$ cat config.mk
export PLATFORM = sky130hd
export DESIGN_NAME = fft8_seq_ctrl_flat
export DESIGN_NICKNAME = d
export VERILOG_FILES = /design/src/rtl/fft8_pkg.sv /design/src/rtl/fft8_seq_ctrl_if.sv /design/src/rtl/fft8_cnt3.sv /design/src/rtl/fft8_seq_ctrl.sv /design/src/flat_wrapper.sv
export SDC_FILE = /design/constraint.sdc
export NUM_CORES = 1
export LEC_CHECK = 0
export ABC_AREA = 1
export CORE_MARGIN = 8
export CORE_UTILIZATION = 49
export CTS_BUF_LIST = sky130_fd_sc_hd__clkbuf_4 sky130_fd_sc_hd__clkbuf_8
export DETAILED_ROUTE_END_ITERATION = 8
export PLACE_DENSITY = 0.87
export REMOVE_ABC_BUFFERS = 1
export SLEW_MARGIN = 20
export SYNTH_ARGS = -nofsm -noshare
export SYNTH_HDL_FRONTEND = slang
export SYNTH_HIERARCHICAL = 1
export SYNTH_SLANG_ARGS = --single-unit
export TNS_END_PERCENT = 100
$ cat constraint.sdc
create_clock -name clk -period 3.2 [get_ports clk]
set_input_delay 0.64 -clock clk [delete_from_list [all_inputs] [get_ports clk]]
set_output_delay 0.64 -clock clk [all_outputs]
set_load 0.02 [all_outputs]
$ cat src/rtl/fft8_pkg.sv
// Shared constants, state encoding and index helpers for the 8-point FFT sequencer.
package fft8_pkg;

  localparam int PTS      = 8;
  localparam int LOG2_PTS = 3;

  typedef enum logic [1:0] {
    IDLE   = 2'd0,
    LOAD   = 2'd1,
    CALC   = 2'd2,
    UNLOAD = 2'd3
  } state_t;

  function automatic logic [LOG2_PTS-1:0] bitrev3(input logic [LOG2_PTS-1:0] v);
    return {v[0], v[1], v[2]};
  endfunction

endpackage

$ cat src/rtl/fft8_seq_ctrl_if.sv
// Sample-in / result-out handshake bundle for the FFT sequencer.
interface fft8_seq_ctrl_if #(
  parameter int LOG2_PTS = 3
);
  logic                in_valid;
  logic                in_ready;
  logic                out_valid;
  logic                out_ready;
  logic [LOG2_PTS-1:0] rd_sel;

  modport master (
    output in_valid, out_ready,
    input  in_ready, out_valid, rd_sel
  );

  modport slave (
    input  in_valid, out_ready,
    output in_ready, out_valid, rd_sel
  );
endinterface

$ cat src/rtl/fft8_cnt3.sv
// 3-bit up counter with synchronous clear (priority over enable) and terminal-count wrap flag.
module fft8_cnt3 (
  input  logic       clk,
  input  logic       clr,
  input  logic       en,
  output logic [2:0] count,
  output logic       wrap
);

  always_ff @(posedge clk) begin
    if (clr)
      count <= '0;
    else if (en)
      count <= count + 3'd1;
  end

  assign wrap = en && (count == 3'd7);

endmodule

$ cat src/rtl/fft8_seq_ctrl.sv
// Load / butterfly / unload sequencer for the 8-point FFT datapath.
// FFT8_SEQ_BITREV_LOAD_EN selects bit-reversed load order; otherwise reversal is applied on read.
module fft8_seq_ctrl #(
  parameter int PTS      = 8,
  parameter int LOG2_PTS = 3,
  parameter int STAGE_W  = 2
) (
  input  logic                clk,
  input  logic                rst,
  fft8_seq_ctrl_if.slave      bus,
  output logic [PTS-1:0]      ld_en,
  output logic [LOG2_PTS-1:0] ld_sel,
  output logic                stage_en,
  output logic [STAGE_W-1:0]  stage_sel,
  output logic                busy,
  output logic                done
);
  import fft8_pkg::*;

  state_t      state, state_n;
  logic [2:0]  cnt, stage;
  logic        cnt_wrap, stage_wrap;
  logic        in_xfer, out_xfer, stage_last;
  logic [LOG2_PTS-1:0] load_idx, read_idx;

  assign in_xfer    = bus.in_valid && ((state == IDLE) || (state == LOAD));
  assign out_xfer   = bus.out_ready && (state == UNLOAD);
  // stage_wrap can never fire while the stage count stops at 2; kept as a defensive exit
  assign stage_last = (state == CALC) && ((stage == 3'd2) || stage_wrap);

`ifdef FFT8_SEQ_BITREV_LOAD_EN
  assign load_idx = bitrev3(cnt);
  assign read_idx = cnt;
`else
  assign load_idx = cnt;
  assign read_idx = bitrev3(cnt);
`endif

  fft8_cnt3 u_sample_cnt (
    .clk   (clk),
    .clr   (rst),
    .en    (in_xfer || out_xfer),
    .count (cnt),
    .wrap  (cnt_wrap)
  );

  fft8_cnt3 u_stage_cnt (
    .clk   (clk),
    .clr   (rst || stage_last),
    .en    (state == CALC),
    .count (stage),
    .wrap  (stage_wrap)
  );

  always_ff @(posedge clk) begin
    if (rst)
      state <= IDLE;
    else
      state <= state_n;
  end

  always_comb begin
    state_n = state;
    unique case (state)
      IDLE:   if (in_xfer)    state_n = LOAD;
      LOAD:   if (cnt_wrap)   state_n = CALC;
      CALC:   if (stage_last) state_n = UNLOAD;
      UNLOAD: if (cnt_wrap)   state_n = IDLE;
      default:                state_n = IDLE;
    endcase
  end

  // Strobes are gated by rst so nothing is written or reported in the reset cycle
  always_comb begin
    bus.in_ready  = 1'b0;
    bus.out_valid = 1'b0;
    bus.rd_sel    = '0;
    ld_en         = '0;
    ld_sel        = '0;
    stage_en      = 1'b0;
    stage_sel     = '0;
    busy          = (state != IDLE);
    done          = 1'b0;
    unique case (state)
      IDLE, LOAD: begin
        bus.in_ready = 1'b1;
        if (in_xfer) begin
          ld_sel = load_idx;
          if (!rst)
            ld_en = PTS'(1) << load_idx;
        end
      end
      CALC: begin
        stage_en  = !rst;
        stage_sel = stage[STAGE_W-1:0];
      end
      UNLOAD: begin
        bus.out_valid = 1'b1;
        bus.rd_sel    = read_idx;
        done          = cnt_wrap && !rst;
      end
      default: ;
    endcase
  end

endmodule

$ cat src/flat_wrapper.sv
// flat-port wrapper written by rule: the top's interface ports become plain ports
module fft8_seq_ctrl_flat import fft8_pkg::*;
#(
  parameter int PTS      = 8,
  parameter int LOG2_PTS = 3,
  parameter int STAGE_W  = 2
)
  (clk, rst, ld_en, ld_sel, stage_en, stage_sel, busy, done, bus_in_valid, bus_out_ready, bus_in_ready, bus_out_valid, bus_rd_sel);
  fft8_seq_ctrl_if #(.LOG2_PTS(LOG2_PTS)) bus_i ();
  input  logic clk;
  input  logic rst;
  output logic [PTS-1:0] ld_en;
  output logic [LOG2_PTS-1:0] ld_sel;
  output logic stage_en;
  output logic [STAGE_W-1:0] stage_sel;
  output logic busy;
  output logic done;
  input wire logic [$bits(bus_i.in_valid)-1:0] bus_in_valid;
  input wire logic [$bits(bus_i.out_ready)-1:0] bus_out_ready;
  output wire logic [$bits(bus_i.in_ready)-1:0] bus_in_ready;
  output wire logic [$bits(bus_i.out_valid)-1:0] bus_out_valid;
  output wire logic [$bits(bus_i.rd_sel)-1:0] bus_rd_sel;
  assign bus_i.in_valid = bus_in_valid;
  assign bus_i.out_ready = bus_out_ready;
  assign bus_in_ready = bus_i.in_ready;
  assign bus_out_valid = bus_i.out_valid;
  assign bus_rd_sel = bus_i.rd_sel;
  fft8_seq_ctrl #(.PTS(PTS), .LOG2_PTS(LOG2_PTS), .STAGE_W(STAGE_W)) u_core (.clk(clk), .rst(rst), .bus(bus_i), .ld_en(ld_en), .ld_sel(ld_sel), .stage_en(stage_en), .stage_sel(stage_sel), .busy(busy), .done(done));
endmodule
==> out/results.ini <==
[sta]
holdWs_ns = 0.522
rsz0062_at_grt = false
period_share_pct = 93.5
drv_slew = 0
fmax_ghz = 0.334
tightest_slew_ns = 0.394
finalClockSkew_ns = 0.00130
hold_violations = 0
min_period_ns = 2.99
fin_tns_setup_ns = 0
slew_headroom_pct = 73.7
setup_viol = 0

[grt]
grt_pass1_vias = 715
gr-usage-all-layers_pct = 13.1
grt_max_degree = 13
grt_use_met1_pct = 12.2
use_met3_pct = 2.80
grt_first_pass_wirelength_um = 2860
met2_usage_pct = 25.8
grt_busiest_layer = met2
antenna_found_initial = 0
gr-total-overflow = 0

[synthesis]
async_reset_ff_share_pct = 0
ys_ff_latch = 8
ys_warn_count = 6
syn-cell-area_sq_um = 684
synth_area_leaders = dfxtp_1 (23%), nand2_1 (19%), nor2_1 (15%), ha_1 (15%), inv_1 (14%)
ys_seq_area_share_pct = 23.4
synth_top_area_share_pct = 23.4
ys.flop_type = dfxtp_1
synth_top_area_cell = dfxtp_1
synth_area_per_cell_sq_um = 5.90
synth.most_common_cell = nand2_1
synth.distinct_cells = 14
post_synth_inst_count = 116
synth-edff-count = 0
synthTopCellsByCount = nand2_1 (35), nor2_1 (27), inv_1 (25), dfxtp_1 (8), ha_1 (8)

[clocking]
ctsResizeCount = 0
ctsRootBufferMaster = clkbuf_4
cts_tree = done
clk_pin_slew_ns = 0.05
clock_sinks = 8
cts_buffers = 3
cts_setup_buffers = 0
insertion_delay_ns = 0.25
cts_max_level = 1
cts.path.max_buffers = 2
cts-hold-fix-buffers = 0

[place]
dp_cells = 155
place_area_sq_um = 943
routabilityCongestion = 0.756
hpwl_um = 1490
portBuffers = 24

[detailed_routing]
drt_iter0_drc = 15
via_per_inst = 4.77
ant_nets = 0
drt-wirelength-per-cell_um = 11.4
dr.pass1.iters = 4
wirelength_um = 1810
vias = 754
drc_errors = 0

[die]
rows = 13
pin_count = 25
die_w_um = 53.4
initial_core_util_pct = 52.6
die-area_sq_um = 2850
die_h_um = 53.4
core_area_sq_um = 1300

[critical_path]
criticalPathCategory = input pin to output pin
required_ns = 2.56
r2r-start = u_core/state[1]
path_cells = clkdlybuf4s50_1 > nand2_4 > nand2_1 > nand2_1 > inv_1 > nand2_1 > nor2_1 > clkdlybuf4s50_1
slowest_delay_ns = 0.61
cpMostUsedCell = nand2_1
startpoint = bus_in_valid
crit_path_start_kind = input pin
crit_arrival_ns = 2.35
cp-end-kind = output pin
worstPathMaxFanout = 7
cpMaxStageDelayCell = clkdlybuf4s50_1

[final_layout]
antennaDiodeCount = 0
post-route-cell-area_sq_um = 966
area_growth_pct = 41.1
drive_above_1_share_pct = 9.09
fin_cells = 158
fin_nets = 157

[run_status]
outcome = complete, no violations

[power_and_ir_drop]
power_leakage_nw = 0.512
finalPower_mw = 0.684
power_density_nw_per_um2 = 708
ir_worst_vdd_v = 0.000423

[hold_path]
hp-start = u_core/u_stage_cnt/count[1]
hold_class = flop to flop

[run]
cap_violations = 0

-- sequential cells by signal (all words and copies together), names as in the netlist --
| name | flops |
|---|---|
| u_core/state | 2 |
| u_core/u_stage_cnt/count | 3 |
| u_core/u_sample_cnt/count | 3 |
-- cell families (layout without fill, tap and decap cells) --
logic type                 count (synthesis)  in the layout  share of synthesized area [%]
and+or+nand+nor                           70             70                           44.4
adders and majority gates                  8              8                           14.6
DFF                                        8              8                           23.4
AOI/OAI and AO/OA                          3              3                           2.74
buffers and inverters                     27             54                           14.8
-- cell usage in the layout, fill, tap and decap left out, drive strengths merged --
| cell | n |
|---|---|
| a21oi | 2 |
| clkbuf | 3 |
| clkdlybuf4s50 | 24 |
| dfxtp | 8 |
| ha | 8 |
| inv | 27 |
| nand2 | 36 |
| nand3 | 5 |
| nor2 | 28 |
| o21ai | 1 |
| or2 | 1 |
-- stage by stage --
stage / worst slack [ns] / utilization [%]
2_1_floorplan: 1.14 / -
3_3_place_gp: 0.277 / 72.5
3_5_place_dp: 0.217 / 72.5
4_1_cts: 0.212 / 74.2
5_1_grt: 0.0545 / 74.2
6_report: 0.208 / 74.2
-- layer usage --
metal / vias up / wire, um
li1: 391 / -
met1: 342 / 698
met2: 17 / 997
met3: 4 / 89
met4: 0 / 21
met5: - / 0
-- final timing paths --
path | to | slack, ns | cells past startpoint
worst max-delay path | done | 0.21 | 8
worst min-delay path | u_core/u_stage_cnt/count[1] | 0.52 | 2
worst max register to register | u_core/state[1] | 1.28 | 13
worst min register to register | u_core/u_stage_cnt/count[1] | 0.52 | 2
-- area by class of cell --
class                      instances  area, sq um
tap                               15         18.8
fill                             110          335
multi-input combinational         81          423
sequential                         8          160
inverter                          27          101
clock buffer                       3         22.5
timing repair buffer              24          240
-- critical path, delay by kind of cell --
family                 cells  cell delay (ns)
and+or+nand+nor            5             0.48
buffers and inverters      3             1.22
-- where the power goes --
| part | total [mW] | leakage (nW) | switching, mW | internal, mW |
|---|---|---|---|---|
| Clock | 0.0769 | 0.0138 | 0.0340 | 0.0429 |
| Combinational | 0.423 | 0.432 | 0.251 | 0.172 |
| Sequential | 0.184 | 0.0661 | 0.0458 | 0.138 |
| Total | 0.684 | 0.512 | 0.331 | 0.353 |
No activity file was read; power rests on OpenSTA's default activity.
